File: src/rtl/dds_pkg.sv
// dds_pkg: shared sizing constants for the voice mixer
package dds_pkg;
  localparam int M        = 12;
  localparam int VOICES   = 4;
  localparam int MIDSCALE = 1 << (M - 1);
  localparam int ATTEN_W  = 2;
endpackage

File: src/rtl/dsm1.sv
// dsm1: first-order delta-sigma modulator; one density tracks din/2^M
module dsm1
  import dds_pkg::*;
#(
  parameter int M = dds_pkg::M
) (
  input  logic         clk,
  input  logic         rst_n,
  input  logic         ena,
  input  logic [M-1:0] mix_out,
  output logic         dsm_out
);
  logic [M:0]   sum;
  logic [M-1:0] acc_d, acc_q;
  logic         dsm_d, dsm_q;
  // accumulate while enabled; the carry is the output bit, forced low when idle
  always_comb begin
    sum   = {1'b0, acc_q} + {1'b0, mix_out};
    acc_d = ena ? sum[M-1:0] : acc_q;
    dsm_d = ena & sum[M];
  end
  // accumulator and output bit registers
  always_ff @(posedge clk or negedge rst_n) begin
    if (!rst_n) begin
      acc_q <= '0;
      dsm_q <= 1'b0;
    end else begin
      acc_q <= acc_d;
      dsm_q <= dsm_d;
    end
  end
  assign dsm_out = dsm_q;
endmodule

File: src/rtl/voice_mixer.sv
// voice_mixer: 3-stage attenuate/sum/saturate mixer with sticky clip and delta-sigma output
module voice_mixer
  import dds_pkg::*;
#(
  parameter int M      = dds_pkg::M,
  parameter int VOICES = dds_pkg::VOICES
) (
  input  logic                        clk,
  input  logic                        rst_n,
  input  logic                        ena,
  input  logic [VOICES*M-1:0]         samples,
  input  logic                        sample_valid,
  input  logic [VOICES-1:0]           voice_en,
  input  logic [ATTEN_W*VOICES-1:0]   atten,
  input  logic                        clip_clr,
  output logic [M-1:0]                mix_out,
  output logic                        mix_valid,
  output logic                        dsm_out,
  output logic                        clip
);
  localparam logic signed [M+1:0] MAXV = (M+2)'((1 << (M - 1)) - 1);
  localparam logic signed [M+1:0] MINV = ~MAXV;
  localparam logic [M-1:0]        MID  = {1'b1, {(M-1){1'b0}}};
  logic signed [M-1:0] tc  [VOICES];
  logic signed [M-1:0] v_d [VOICES];
  logic signed [M-1:0] v_q [VOICES];
  logic signed [M+1:0] sum_d, sum_q;
  logic [M-1:0]        mix_d, mix_q;
  logic                v1_q, v2_q, mix_valid_q, clip_d, clip_q, sat_hi, sat_lo;
  // stage 1 input: offset-binary to two's complement, attenuate, mask disabled voices
  always_comb begin
    for (int i = 0; i < VOICES; i++) begin
      tc[i]  = $signed({~samples[i*M+M-1], samples[i*M +: M-1]}) >>> atten[ATTEN_W*i +: ATTEN_W];
      v_d[i] = voice_en[i] ? tc[i] : '0;
    end
  end
  // stage 2 input: wide signed sum so VOICES full-scale voices cannot overflow
  always_comb begin
    sum_d = '0;
    for (int i = 0; i < VOICES; i++) sum_d = sum_d + (M+2)'(v_q[i]);
  end
  // stage 3 input: saturate to M bits, back to offset-binary; clip set beats clear
  always_comb begin
    sat_hi = sum_q > MAXV;
    sat_lo = sum_q < MINV;
    mix_d  = sat_hi ? '1 : sat_lo ? '0 : {~sum_q[M-1], sum_q[M-2:0]};
    clip_d = ena ? ((v2_q & (sat_hi | sat_lo)) | (clip_q & ~clip_clr)) : clip_q;
  end
  // pipeline registers; everything holds while ena is low, mix_valid drops
  always_ff @(posedge clk or negedge rst_n) begin
    if (!rst_n) begin
      v_q         <= '{default: '0};
      sum_q       <= '0;
      mix_q       <= MID;
      v1_q        <= 1'b0;
      v2_q        <= 1'b0;
      mix_valid_q <= 1'b0;
      clip_q      <= 1'b0;
    end else begin
      if (ena) begin
        if (sample_valid) v_q <= v_d;
        v1_q  <= sample_valid;
        sum_q <= sum_d;
        v2_q  <= v1_q;
        if (v2_q) mix_q <= mix_d;
      end
      mix_valid_q <= ena & v2_q;
      clip_q      <= clip_d;
    end
  end
  assign mix_out   = mix_q;
  assign mix_valid = mix_valid_q;
  assign clip      = clip_q;
  dsm1 #(.M(M)) u_dsm (
    .clk     (clk),
    .rst_n   (rst_n),
    .ena     (ena),
    .mix_out (mix_q),
    .dsm_out (dsm_out)
  );
endmodule

File: config.mk
export PLATFORM = sky130hd
export DESIGN_NAME = voice_mixer
export DESIGN_NICKNAME = d
export VERILOG_FILES = /design/src/rtl/dds_pkg.sv /design/src/rtl/dsm1.sv /design/src/rtl/voice_mixer.sv
export SDC_FILE = /design/constraint.sdc
export NUM_CORES = 1
export LEC_CHECK = 0
export ABC_AREA = 1
export CAP_MARGIN = 20
export CORE_MARGIN = 5
export CORE_UTILIZATION = 45
export CTS_CLUSTER_SIZE = 14
export DETAILED_ROUTE_END_ITERATION = 12
export PLACE_DENSITY_LB_ADDON = 0.05
export SLEW_MARGIN = 10
export SYNTH_ARGS = -nofsm -noshare
export SYNTH_HDL_FRONTEND = slang
export SYNTH_HIERARCHICAL = 1
export SYNTH_SLANG_ARGS = --single-unit
File: constraint.sdc
create_clock -name clk -period 2.69 [get_ports clk]
set_clock_uncertainty 0.15 [all_clocks]
set_input_delay 0.4035 -clock clk [delete_from_list [all_inputs] [get_ports clk]]
set_output_delay 0.4035 -clock clk [all_outputs]
set_load 0.01 [all_outputs]
==> results.cfg <==
[floorplanning]
initial_utilization = 0.454
io_pins = 80
rows = 43
die_w_um = 128
die_h_um = 128
die_area_mm2 = 0.0164
core_region_area_mm2 = 0.0138

[setup_path]
worst_setup_path_end_kind = flip-flop
cpMaxStageDelayCell = fa_1
critPathKind = reg -> reg
path_depth = 13
max_stage_delay_ns = 0.55
path_buf_inv = 5
critical-path-top-delay-family = adder cells
critical_path.startpoint_type = flip-flop
cpMostUsedCell = inv_2
required_ns = 2.75
rr_worst_depth = 13
worstPathArrival_ns = 2.89
path_max_fanout = 4
crit_path_cell_trace = inv_2, fa_1, fa_1, inv_2, ha_4, inv_2, fa_2, inv_2, nand3_2, nand3_4, buf_4, xnor2_2, o21ai_1

[drt]
ant_nets = 0
drc_errors = 0
drtIter0Drc = 385
dr_total_vias = 5789
first_pass_iters = 5
routed_wl_um = 17300
avgRoutedWirePerCell_um = 15.3
vias_per_cell = 5.10

[logic_synthesis]
synth_seq_area_share = 0.364
yosysWarnings = 6
synth_top_area_share = 0.360
synth.most_common_cell = nand2_1
synth_common_cells = nand2_1 (261), inv_1 (125), dfrtp_1 (90), o21ai_0 (75), nand3_1 (62)
syn-cell-area_mm2 = 0.00626
synth_cell_types = 32
ys_top_cells_by_area = dfrtp_1 (36%), nand2_1 (16%), fa_1 (8.3%)
netlist.top_cell.by_area = dfrtp_1
synth_cells = 831
synth-async-reset-ratio = 1.00
syn_avg_cell_area_um2 = 7.53
synth_nets = 947
synth-main-ff-cell = dfrtp_1
ys_seq_elements = 91
synth_edf_count = 0

[pwr]
p_per_area_mw_per_mm2 = 954
p_leak_nw = 4.12
ir_worst_vdd_mv = 0.388

[finish]
drive_above_1_share = 0.175
fillers = 1299
area_growth_pct = 31.9
post-route-util = 0.599
antenna-diode-count = 0
fin_nets = 1065

[timing]
hold_viol = 0
setup_slack_ns = -0.140
slew_viol_final = 0
period_share = 1.05
finalSetupViolCount = 6
rsz0062_at_grt = yes
fin_crit_ns = 2.83
max_slew.worst_pin.slew_ns = 0.884
slew_headroom = 0.411
max_freq_mhz = 353
holdWs_ns = 0.329

[placement]
place_congestion = 0.900
dpl.hpwl_um = 13400
io_buffers = 79

[clock_tree]
cts_inserted_buffers = 9
cts.sinks = 91
cts.clk_slew.worst_paths_ns = 0.07
clkLatencyLatePin_ns = 0.35
root_buffer = clkbuf_16
cts.path.max_buffers = 2
cts_tree = yes
h-tree-depth = 3

[flow_run]
drv_cap = 0

[global_routing]
grt_pass1_vias = 5730
grt_pass1_wl_um = 28100
grt_antenna_before_repair = 0
gr-total-overflow = 0
grt_usage = 0.214
grt_max_degree = 48

[min_path]
hold_depth = 2
hp-class = reg -> reg

[status]
violations = setup timing
status = finished with violations
## report_power, final
part | switching (mW) | total (mW) | internal [mW]
Combinational | 2.48 | 4.52 | 2.04
Clock | 0.573 | 1.30 | 0.725
Sequential | 0.296 | 2.06 | 1.76
Total | 3.35 | 7.88 | 4.53
## worst paths after layout
check	to	startpoint	slack (ns)
min in group asynchronous	mix_out[8]$_DFFE_PN0P_	rst_n	0.46
max in group asynchronous	v_q[8]$_DFFE_PN0P_	rst_n	1.26
min	sum_q[10]$_DFFE_PN0P_	sum_q[10]$_DFFE_PN0P_	0.33
max	sum_q[5]$_DFFE_PN0P_	v_q[1]$_DFFE_PN0P_	-0.14
max reg2reg	sum_q[5]$_DFFE_PN0P_	v_q[1]$_DFFE_PN0P_	-0.14
min reg2reg	sum_q[10]$_DFFE_PN0P_	sum_q[10]$_DFFE_PN0P_	0.33
## state kept, by name, summed over array words and instances (netlist names)
signal,cells
clip,1
mix_out,12
mix_valid,1
sum_q,14
u_dsm/acc_q,12
u_dsm/dsm_out,1
v1_q,1
v2_q,1
v_q,48
## placed cells by master (no fill, tap or decap), types with 3 or more instances in the layout
| master | instances |
|---|---|
| inv_1 | 96 |
| dfrtp_1 | 90 |
| nand3_1 | 51 |
| nand2_2 | 14 |
| nand2_1 | 245 |
| ha_1 | 13 |
| nor2_1 | 35 |
| buf_6 | 5 |
| nand3_2 | 9 |
| buf_4 | 47 |
| a31oi_1 | 3 |
| inv_2 | 32 |
| clkdlybuf4s50_1 | 78 |
| ha_4 | 12 |
| mux2i_1 | 32 |
| o211ai_1 | 4 |
| nor2_2 | 4 |
| o21ai_1 | 10 |
| a21oi_2 | 6 |
| o21ai_0 | 70 |
| a22o_1 | 4 |
| nand4_1 | 8 |
| a21oi_1 | 16 |
| clkinvlp_4 | 3 |
| nand3_4 | 3 |
| clkbuf_16 | 9 |
| fa_1 | 21 |
| fa_2 | 5 |
| nand2_4 | 6 |
## what timing repair did
item	in CTS	in global routing
pin swaps	14	35
hold endpoints to repair	43	0
cloned	0	0
setup endpoints to repair	10	11
hold buffers	1	0
setup buffers	6	6
gates resized for setup	36	66
## cell type report
class / instances / area (um^2) / area share
Multi-Input combinational cell: 585 / 3740 / 0.454
Tap cell: 180 / 225 / 0.0273
Clock inverter: 7 / 75.1 / 0.00909
Sequential cell: 91 / 2280 / 0.276
Inverter: 130 / 488 / 0.0591
Timing Repair Buffer: 132 / 1220 / 0.148
Clock buffer: 9 / 225 / 0.0273
## through the flow
| stage | instance area [um^2] | worst slack [ns] | setup TNS [ns] | power, mW | std cells |
|---|---|---|---|---|---|
| after CTS | 8040 | -0.111 | -0.623 | 7.44 | 1130 |
| after detailed placement | 7510 | -0.232 | -1.04 | 5.81 | 1107 |
| after global routing | 8260 | -0.284 | -1.75 | 8.54 | 1134 |
| after global placement | 7510 | -0.157 | -0.614 | 5.74 | 1107 |
| final | 8260 | -0.140 | -0.665 | 7.88 | 1134 |
| after floorplan | 6290 | -0.00650 | -0.00650 | 4.46 | 831 |
## tightest hold or removal path: cells and delay by family (launching register included)
kind | cells | cell delay [ns]
flops | 1 | 0.35
simple gates | 2 | 0.10
## logic make-up after synthesis
logic type	synth area share
multiplexers	0.0512
adder cells (fa/ha/maj)	0.133
buffers and inverters	0.0972
flip-flops	0.364
AO/OA/AOI/OAI	0.0970
XOR/XNOR	0.00700
AND/OR/NAND/NOR	0.250
## layer usage
layer | vias to the layer above | track usage | share of wire
li1 | 2868 | - | -
met1 | 2756 | 0.271 | 0.44
met2 | 134 | 0.370 | 0.50
met3 | 31 | 0.0304 | 0.031
met4 | 0 | 0.0830 | 0.028
met5 | - | 0 | 0
(Power assumes the default switching activity.)
